### src/rtl/a2d_arbiter_if.sv
// Bundle of the requester-side and converter-side signals of the A2D round-robin arbiter.
// The slave modport is the arbiter's view; master is the environment driving it.
interface a2d_arbiter_if;
    // Handshake: req is a level held until the matching one-hot gnt pulse; done marks
    // res_out valid for one cycle; strt_cnv/cnv_cmplt are single-cycle pulses to/from the A2D.
    logic [2:0]  req;
    logic [8:0]  req_chnl;
    logic [2:0]  gnt;
    logic [2:0]  done;
    logic [11:0] res_out;
    logic        strt_cnv;
    logic [2:0]  chnnl;
    logic        cnv_cmplt;
    logic [11:0] a2d_res;
    logic        busy;
    logic        tmo_err;
    logic        clr_err;
    logic [2:0]  dbg_state;

    modport slave (
        input  req, req_chnl, cnv_cmplt, a2d_res, clr_err,
        output gnt, done, res_out, strt_cnv, chnnl, busy, tmo_err, dbg_state
    );

    modport master (
        output req, req_chnl, cnv_cmplt, a2d_res, clr_err,
        input  gnt, done, res_out, strt_cnv, chnnl, busy, tmo_err, dbg_state
    );
endinterface

### src/rtl/a2d_arbiter.sv
// Round-robin scheduler sharing one SPI A2D converter among three requesters, with
// per-conversion timeout, recovery gap and a sticky timeout flag.
module a2d_arbiter #(
    parameter int GAP_CYC = 4,
    parameter int TMO_W   = 16
) (
    input logic           clk,
    input logic           rst_n,
    a2d_arbiter_if.slave  bus
);

    localparam int GAP_N = (GAP_CYC < 1) ? 1 : GAP_CYC;
    localparam int GAP_W = (GAP_N < 2) ? 1 : $clog2(GAP_N);

    typedef enum logic [2:0] {
        S_IDLE  = 3'd0,
        S_ISSUE = 3'd1,
        S_WAIT  = 3'd2,
        S_DONE  = 3'd3,
        S_GAP   = 3'd4
    } state_t;

    state_t           r_state;
    logic [1:0]       r_ptr;
    logic [1:0]       r_win;
    logic [TMO_W-1:0] r_tmr;
    logic [GAP_W-1:0] r_gap;
    logic [2:0]       r_gnt;
    logic [2:0]       r_done;
    logic [11:0]      r_res;
    logic             r_strt;
    logic [2:0]       r_chnnl;
    logic             r_busy;
    logic             r_tmo_err;

    logic [1:0]       w_win;
    logic             w_any;
    logic [2:0]       w_chnl;

    // Search starts just after the last served requester, so it becomes lowest priority.
    always_comb begin
        w_any = |bus.req;
        w_win = 2'd0;
        case (r_ptr)
            2'd0: begin
                if (bus.req[1])      w_win = 2'd1;
                else if (bus.req[2]) w_win = 2'd2;
                else                 w_win = 2'd0;
            end
            2'd1: begin
                if (bus.req[2])      w_win = 2'd2;
                else if (bus.req[0]) w_win = 2'd0;
                else                 w_win = 2'd1;
            end
            default: begin
                if (bus.req[0])      w_win = 2'd0;
                else if (bus.req[1]) w_win = 2'd1;
                else                 w_win = 2'd2;
            end
        endcase
    end

    always_comb begin
        w_chnl = bus.req_chnl[2:0];
        case (w_win)
            2'd1:    w_chnl = bus.req_chnl[5:3];
            2'd2:    w_chnl = bus.req_chnl[8:6];
            default: w_chnl = bus.req_chnl[2:0];
        endcase
    end

    always_ff @(posedge clk or negedge rst_n) begin
        if (!rst_n) begin
            r_state   <= S_IDLE;
            r_ptr     <= 2'd2;
            r_win     <= 2'd0;
            r_tmr     <= '0;
            r_gap     <= '0;
            r_gnt     <= 3'b000;
            r_done    <= 3'b000;
            r_res     <= 12'h000;
            r_strt    <= 1'b0;
            r_chnnl   <= 3'd0;
            r_busy    <= 1'b0;
            r_tmo_err <= 1'b0;
        end else begin
            // Clear first so a timeout set later in this cycle takes precedence.
            if (bus.clr_err) r_tmo_err <= 1'b0;
            case (r_state)
                S_IDLE: begin
                    if (w_any) begin
                        r_win   <= w_win;
                        r_gnt   <= 3'b001 << w_win;
                        r_strt  <= 1'b1;
                        r_chnnl <= w_chnl;
                        r_busy  <= 1'b1;
                        r_state <= S_ISSUE;
                    end
                end
                S_ISSUE: begin
                    r_gnt   <= 3'b000;
                    r_strt  <= 1'b0;
                    r_tmr   <= '0;
                    r_state <= S_WAIT;
                end
                S_WAIT: begin
                    if (bus.cnv_cmplt) begin
                        r_res   <= bus.a2d_res;
                        r_done  <= 3'b001 << r_win;
                        r_state <= S_DONE;
                    end else if (&r_tmr) begin
                        r_res     <= 12'h000;
                        r_tmo_err <= 1'b1;
                        r_done    <= 3'b001 << r_win;
                        r_state   <= S_DONE;
                    end else begin
                        r_tmr <= r_tmr + 1'b1;
                    end
                end
                S_DONE: begin
                    r_done  <= 3'b000;
                    r_ptr   <= r_win;
                    r_tmr   <= '0;
                    r_gap   <= '0;
                    r_state <= S_GAP;
                end
                S_GAP: begin
                    if (r_gap == GAP_W'(GAP_N - 1)) begin
                        r_busy  <= 1'b0;
                        r_state <= S_IDLE;
                    end else begin
                        r_gap <= r_gap + 1'b1;
                    end
                end
                default: begin
                    r_busy  <= 1'b0;
                    r_state <= S_IDLE;
                end
            endcase
        end
    end

    assign bus.gnt       = r_gnt;
    assign bus.done      = r_done;
    assign bus.res_out   = r_res;
    assign bus.strt_cnv  = r_strt;
    assign bus.chnnl     = r_chnnl;
    assign bus.busy      = r_busy;
    assign bus.tmo_err   = r_tmo_err;
    assign bus.dbg_state = r_state;

endmodule
### src/flat_wrapper.sv
// flat-port wrapper written by rule: the top's interface ports become plain ports
module a2d_arbiter_flat 
#(
    parameter int GAP_CYC = 4,
    parameter int TMO_W   = 16
)
  (clk, rst_n, bus_req, bus_req_chnl, bus_cnv_cmplt, bus_a2d_res, bus_clr_err, bus_gnt, bus_done, bus_res_out, bus_strt_cnv, bus_chnnl, bus_busy, bus_tmo_err, bus_dbg_state);
  a2d_arbiter_if bus_i ();
  input logic clk;
  input logic rst_n;
  input wire logic [$bits(bus_i.req)-1:0] bus_req;
  input wire logic [$bits(bus_i.req_chnl)-1:0] bus_req_chnl;
  input wire logic [$bits(bus_i.cnv_cmplt)-1:0] bus_cnv_cmplt;
  input wire logic [$bits(bus_i.a2d_res)-1:0] bus_a2d_res;
  input wire logic [$bits(bus_i.clr_err)-1:0] bus_clr_err;
  output wire logic [$bits(bus_i.gnt)-1:0] bus_gnt;
  output wire logic [$bits(bus_i.done)-1:0] bus_done;
  output wire logic [$bits(bus_i.res_out)-1:0] bus_res_out;
  output wire logic [$bits(bus_i.strt_cnv)-1:0] bus_strt_cnv;
  output wire logic [$bits(bus_i.chnnl)-1:0] bus_chnnl;
  output wire logic [$bits(bus_i.busy)-1:0] bus_busy;
  output wire logic [$bits(bus_i.tmo_err)-1:0] bus_tmo_err;
  output wire logic [$bits(bus_i.dbg_state)-1:0] bus_dbg_state;
  assign bus_i.req = bus_req;
  assign bus_i.req_chnl = bus_req_chnl;
  assign bus_i.cnv_cmplt = bus_cnv_cmplt;
  assign bus_i.a2d_res = bus_a2d_res;
  assign bus_i.clr_err = bus_clr_err;
  assign bus_gnt = bus_i.gnt;
  assign bus_done = bus_i.done;
  assign bus_res_out = bus_i.res_out;
  assign bus_strt_cnv = bus_i.strt_cnv;
  assign bus_chnnl = bus_i.chnnl;
  assign bus_busy = bus_i.busy;
  assign bus_tmo_err = bus_i.tmo_err;
  assign bus_dbg_state = bus_i.dbg_state;
  a2d_arbiter #(.GAP_CYC(GAP_CYC), .TMO_W(TMO_W)) u_core (.clk(clk), .rst_n(rst_n), .bus(bus_i));
endmodule
### config.mk
export PLATFORM = sky130hd
export DESIGN_NAME = a2d_arbiter_flat
export DESIGN_NICKNAME = d
export VERILOG_FILES = /design/src/rtl/a2d_arbiter_if.sv /design/src/rtl/a2d_arbiter.sv /design/src/flat_wrapper.sv
export SDC_FILE = /design/constraint.sdc
export NUM_CORES = 1
export LEC_CHECK = 0
export CORE_MARGIN = 2
export CORE_UTILIZATION = 50
export DETAILED_ROUTE_END_ITERATION = 8
export PLACE_DENSITY = 0.91
export SLEW_MARGIN = 0
export SYNTH_ARGS = -nofsm -noshare
export SYNTH_HDL_FRONTEND = slang
export SYNTH_SLANG_ARGS = --single-unit
### constraint.sdc
create_clock -name clk -period 3.3 [get_ports clk]
set_clock_uncertainty 0.2 [all_clocks]
set_input_delay 0.495 -clock clk [delete_from_list [all_inputs] [get_ports clk]]
set_output_delay 0.495 -clock clk [all_outputs]
set_load 0.005 [all_outputs]
## Yosys cells after proc, flatten, opt, wreduce, memory -nomap -nowiden

Cells that the tools add are included.

| storage, ports and cells | value |
|---|---|
| register bits | 49 |
| bits of input ports | 28 |
| output and inout port bits | 27 |
| logic and storage cells | 83 |

| operators by class | value |
|---|---|
| add/subtract/negate cells | 2 |
| equality and inequality tests | 14 |
| shift operators | 2 |
| multiplexer cells | 33 |
| bitwise operators | 1 |
| reduce and logical (&&, ||, !) cells | 19 |

Operators with widths:

| cell | number |
|---|---|
| $mux 16 | 2 |
| $pmux 16 s2 | 1 |
| $mux 12 | 2 |
| $mux 3 | 7 |
| $pmux 3 s2 | 3 |
| $add 16x1->16 const B | 1 |
| $reduce_and 16->1 | 1 |
| $pmux 3 s5 | 1 |
| $mux 2 | 6 |
| $reduce_and 2->1 | 5 |
| $reduce_bool 2->1 | 5 |
| $reduce_and 3->1 | 3 |
| $pmux 2 s2 | 2 |
| $mux 1 | 7 |
| $eq 3x2->1 const B | 2 |
| $ne 2x2->1 const B | 3 |
| $reduce_or 3->1 | 2 |
| $shl 1x2->3 const A | 2 |
| $eq 2x1->1 const B | 2 |
| $eq 2x2->1 const B | 2 |
| $ne 2x1->1 const B | 2 |
| $eq 3x1->1 const B | 1 |
| $eq 3x3->1 const B | 1 |
| $logic_not 3->1 | 1 |
| 7 further kinds | 7 |

## Longest topological paths before layout

| depth | value |
|---|---|
| depth after elaboration | 6 |
| gate-level depth with buffers | 9 |
| mapped depth without buffers | 9 |

## Worst setup path after synthesis

Ideal clock, no wire load.

| timing path | value |
|---|---|
| path type | register to register |
| from | register u_core.r_tmr[0] |
| to | register u_core.r_res[0] (netlist: u_core.bus.res_out[0]) |
| setup time | 0.121 ns |
| data arrival time | 1.732 ns |
| required time | 2.979 ns |
| setup slack | 1.247 ns |
| cell stages (with the launch flop) | 9 |
| path buffers | 2 |
| clock period less this slack | 2.053 ns |
| cells stage by stage | dfrtp_1 ha_1 nand3_4 nor3_4 a21oi_2 or2_1 buf_6 buf_8 a22o_1 |

| on the way | value |
|---|---|
| cells in the longest elaborated chain, start to end | 3 |

Ends and longest elaborated chain:

| what | RTL line | text |
|---|---|---|
| from (decl) | a2d_arbiter.sv:26 | `logic [TMO_W-1:0] r_tmr;` |
| from (signal assigned) | a2d_arbiter.sv:117 | `r_tmr <= r_tmr + 1'b1;` |
| $reduce_and 16->1 | a2d_arbiter.sv:111 | `end else if (&r_tmr) begin` |
| $reduce_bool 2->1 (no source line) | -- |  |
| $reduce_and 2->1 (no source line) | -- |  |
| to (signal assigned) | a2d_arbiter.sv:108 | `r_res <= bus.a2d_res;` |
| to (decl) | a2d_arbiter.sv:30 | `logic [11:0] r_res;` |

Every way passes these cells.
A chain may end at the register's enable or synchronous reset.

## Final worst setup path

| timing path | value |
|---|---|
| from | input bus_cnv_cmplt |
| to | register u_core.r_tmr[6] |

| on the way | value |
|---|---|
| cells in the longest elaborated chain, start to end | 2 |

Ends and longest elaborated chain:

| what | RTL line | text |
|---|---|---|
| from (decl) | flat_wrapper.sv:13 | `input wire logic [$bits(bus_i.cnv_cmplt)-1:0] bus_cnv_cmplt;` |
| $ne 2x2->1 (no source line) | -- |  |
| $reduce_and 3->1 (no source line) | -- |  |

Every way passes these cells.

==> reports/results.tsv <==
stage	metric	value	unit
critical_path	FF-to-FF setup slack	0.92	ns
critical_path	Critical Path AT	2.49	ns
critical_path	CP required	3.33	ns
critical_path	worst path cell trace	clkdlybuf4s50_1 > or3_1 > a21o_1 > or4_1 > a21oi_1	
yosys	Mapped Nets	257	
global_route	antenna violations before repair	0	
detailed_routing	DRT Pass-1 Iters	4	
clocking	CTS clk-pin slew, worst paths	0.08	ns
pwr	P per Cell Area	747	mW/mm²
critical_path	crit end category	register	
finish	Syn-to-layout area delta	27.1	%
clocking	Setup Buffers After CTS	0	
pwr	Total Power	2.25	mW
clocking	CTS H-Tree Depth	2	
yosys	Yosys top cell by area	dfrtp_1	
detailed_routing	DRC viols	0	
placement	placed cell areas	0.00291	mm²
min_path	HP Class	in2async	
yosys	most frequent cell after synthesis	dfrtp_1	
yosys	Gate Count Post-Synth	224	
yosys	Yosys reg bits	49	
finish	nets	308	
global_route	vias in the first global route	1942	
global_route	first-pass GRT wire length	9.10	mm
yosys	Post-Synthesis Mean Instance Area	10.6	µm²
finish	antenna cells	0	
detailed_routing	WL/cell	16.6	µm
timing	Hold Violations, Final	0	
timing	Setup TNS Final	0	ns
global_route	largest net degree at the start of global routing	50	
critical_path	Worst setup SP type	input pin	
global_route	GRT Total Usage	21.9	%
detailed_routing	Routed WL	5.47	mm
floorplan	die height	72.8	µm
critical_path	worst stage delay on the critical path	0.55	ns
clocking	clk sink count	49	
yosys	EDFF count, synth	0	
detailed_routing	Initial DRC Count	168	
clocking	Clock Tree Buf Depth	2	
yosys	Top FF cell, synth	dfrtp_1	
placement	Final HPWL DP	3.92	mm
critical_path	Crit Path Category	in2reg	
floorplan	Row Count	25	
timing	max-slew violations	0	
yosys	largest cells by area after synthesis	dfrtp_1 51%, a22o_1 5.5%, nand2_1 4.3%, o211ai_1 2.9%, o31ai_1 2.9%	
floorplan	Core Box Area	0.00466	mm²
status	status	finished clean	
floorplan	DIE AREA	0.00531	mm²
floorplan	Initial Utilization	50.8	%
yosys	Unique masters post-synth	52	
detailed_routing	Via Count	1980	
finish	FILL cells	353	
placement	worst slack at placement	0.573	ns
critical_path	CP max FO	14	
critical_path	Reg-to-Reg End	u_core.r_tmr[6]	
pwr	Static Leakage	1.29	nW
placement	Buffers on Ports	54	
timing	# setup viols final	0	
detailed_routing	Routed Antenna Nets	0	
pwr	Peak VDD IR	310	µV
global_route	total congestion overflow	0	
yosys	area share of the largest cell type after synthesis	50.7	%
floorplan	IO Count	55	
timing	crit share post-route	74.5	%
finish	Finished Cell Area	0.00301	mm²
timing	fin worst setup slack	0.840	ns
timing	crit path time final	2.46	ns
timing	slew margin rel.	28.9	%
critical_path	r2r startpoint	u_core.bus.dbg_state[1]	
clocking	Clock Latency Late Sink	0.30	ns
timing	worst-margin pin slew	1.07	ns
yosys	YS warnings	0	
floorplan	die width	72.8	µm
critical_path	R2R cell count	5	
placement	gpl congestion	0.843	
yosys	Post-synth ARST share	100	%
clocking	total CTS buffers	5	
clocking	cts hold-fix bufs	0	
yosys	post-synthesis sequential area ratio	51.8	%
timing	fmax	407	MHz
detailed_routing	via/cell ratio	6.00	
finish	share of layout cells above drive strength 1	6.52	%
clocking	CTS tree	built	
critical_path	crit path max-delay cell type	clkdlybuf4s50_1	
yosys	Cell Area, Synth	0.00237	mm²
yosys	synth cell count leaders	48 x dfrtp_1, 27 x nand2_1, 15 x a22o_1, 12 x o21ai_0, 10 x nor2_1	
timing	setup repair after global routing missed its margin	false	
clocking	Resize count post-CTS	0	
clocking	root buffer cell	clkbuf_8	
run	MaxCap Viol Count	0	
through the flow:
| step | std cells | utilization [%] | hold slack (ns) |
|---|---|---|---|
| floorplan | 224 | - | -0.000591 |
| global placement | 322 | 62.4 | 0.264 |
| detailed placement | 322 | 62.4 | 0.283 |
| CTS | 330 | 64.6 | 0.215 |
| global route | 330 | 64.6 | 0.266 |
| finish | 330 | 64.6 | 0.187 |
final cells by class:
class	instances	area, µm²	area share (%)
clock buffer	7	96.3	3.20
tap	54	67.6	2.24
timing repair buffer	54	536	17.8
multi-input combinational	162	1070	35.5
sequential	49	1230	40.8
clock inverter	1	5.00	0.166
inverter	3	11.3	0.374
cell usage in the layout, fill, tap and decap left out, types with 2 or more instances in the layout:
cell type	synthesis	layout
mux2_2	2	2
nand2b_1	6	6
nand3_1	6	6
inv_1	3	3
and3_1	4	4
and2_1	2	2
o211ai_1	9	9
clkbuf_8	0	7
clkdlybuf4s50_1	0	53
or3_1	2	2
nand2_1	27	27
or4_1	2	2
nor2_1	10	10
dfrtp_1	48	48
a22o_1	15	15
mux2i_1	3	3
nand4_1	2	2
o21ai_1	5	5
a21oi_1	7	7
o21ai_0	12	12
o31ai_1	9	9
o311ai_0	3	3
a22oi_1	4	4
ha_1	5	5
nor3_1	3	3
nor2b_1	2	2
cells by family after synthesis:
group | count (synthesis) | share of synthesized area (%)
XOR/XNOR | 1 | 0.370
AND/OR/NAND/NOR | 77 | 17.8
buffers and inverters | 13 | 3.12
AO/OA/AOI/OAI | 74 | 22.1
multiplexers | 5 | 2.22
adder cells (fa/ha/maj) | 5 | 2.64
flip-flops | 49 | 51.8
how the worst max path moves through the flow:
stage | end | from | cells after the start
2_1_floorplan | u_core.bus.res_out[0] | u_core.r_tmr[0] | 8
3_3_place_gp | u_core.r_tmr[6] | bus_cnv_cmplt | 5
3_5_place_dp | u_core.r_tmr[6] | bus_cnv_cmplt | 5
4_1_cts | u_core.r_tmr[6] | bus_cnv_cmplt | 5
5_1_grt | u_core.r_tmr[6] | u_core.bus.dbg_state[1] | 5
6_report | u_core.r_tmr[6] | bus_cnv_cmplt | 5
state kept, by name, summed over array words and instances, names as in the netlist, 2 cells and up:
name	flops
u_core.bus.done	3
u_core.bus.res_out	12
u_core.bus.chnnl	3
u_core.bus.gnt	3
u_core.r_ptr	2
u_core.bus.dbg_state	3
u_core.r_gap	2
u_core.r_win	2
u_core.r_tmr	16
report_power, final:
group | internal, mW | switching (mW) | leakage (nW)
sequential | 0.784 | 0.163 | 0.640
combinational | 0.499 | 0.422 | 0.594
clock | 0.190 | 0.192 | 0.0542
total | 1.47 | 0.778 | 1.29
metal layers:
| layer | vias to the layer above | share of wire (%) | global-route usage (%) |
|---|---|---|---|
| met2 | 53 | 51 | 36.1 |
| met1 | 982 | 43 | 28.8 |
| met4 | 0 | 1.3 | 7.20 |
| li1 | 939 | - | - |
| met3 | 6 | 4.6 | 4.97 |
| met5 | - | 0 | 0 |
worst max-delay path: cells and delay by family:
family | cells | cell delay, ns
compound gates | 2 | 0.49
buf+inv | 1 | 0.55
simple gates | 2 | 0.96
Note: power is estimated with default switching activity, not from simulation.
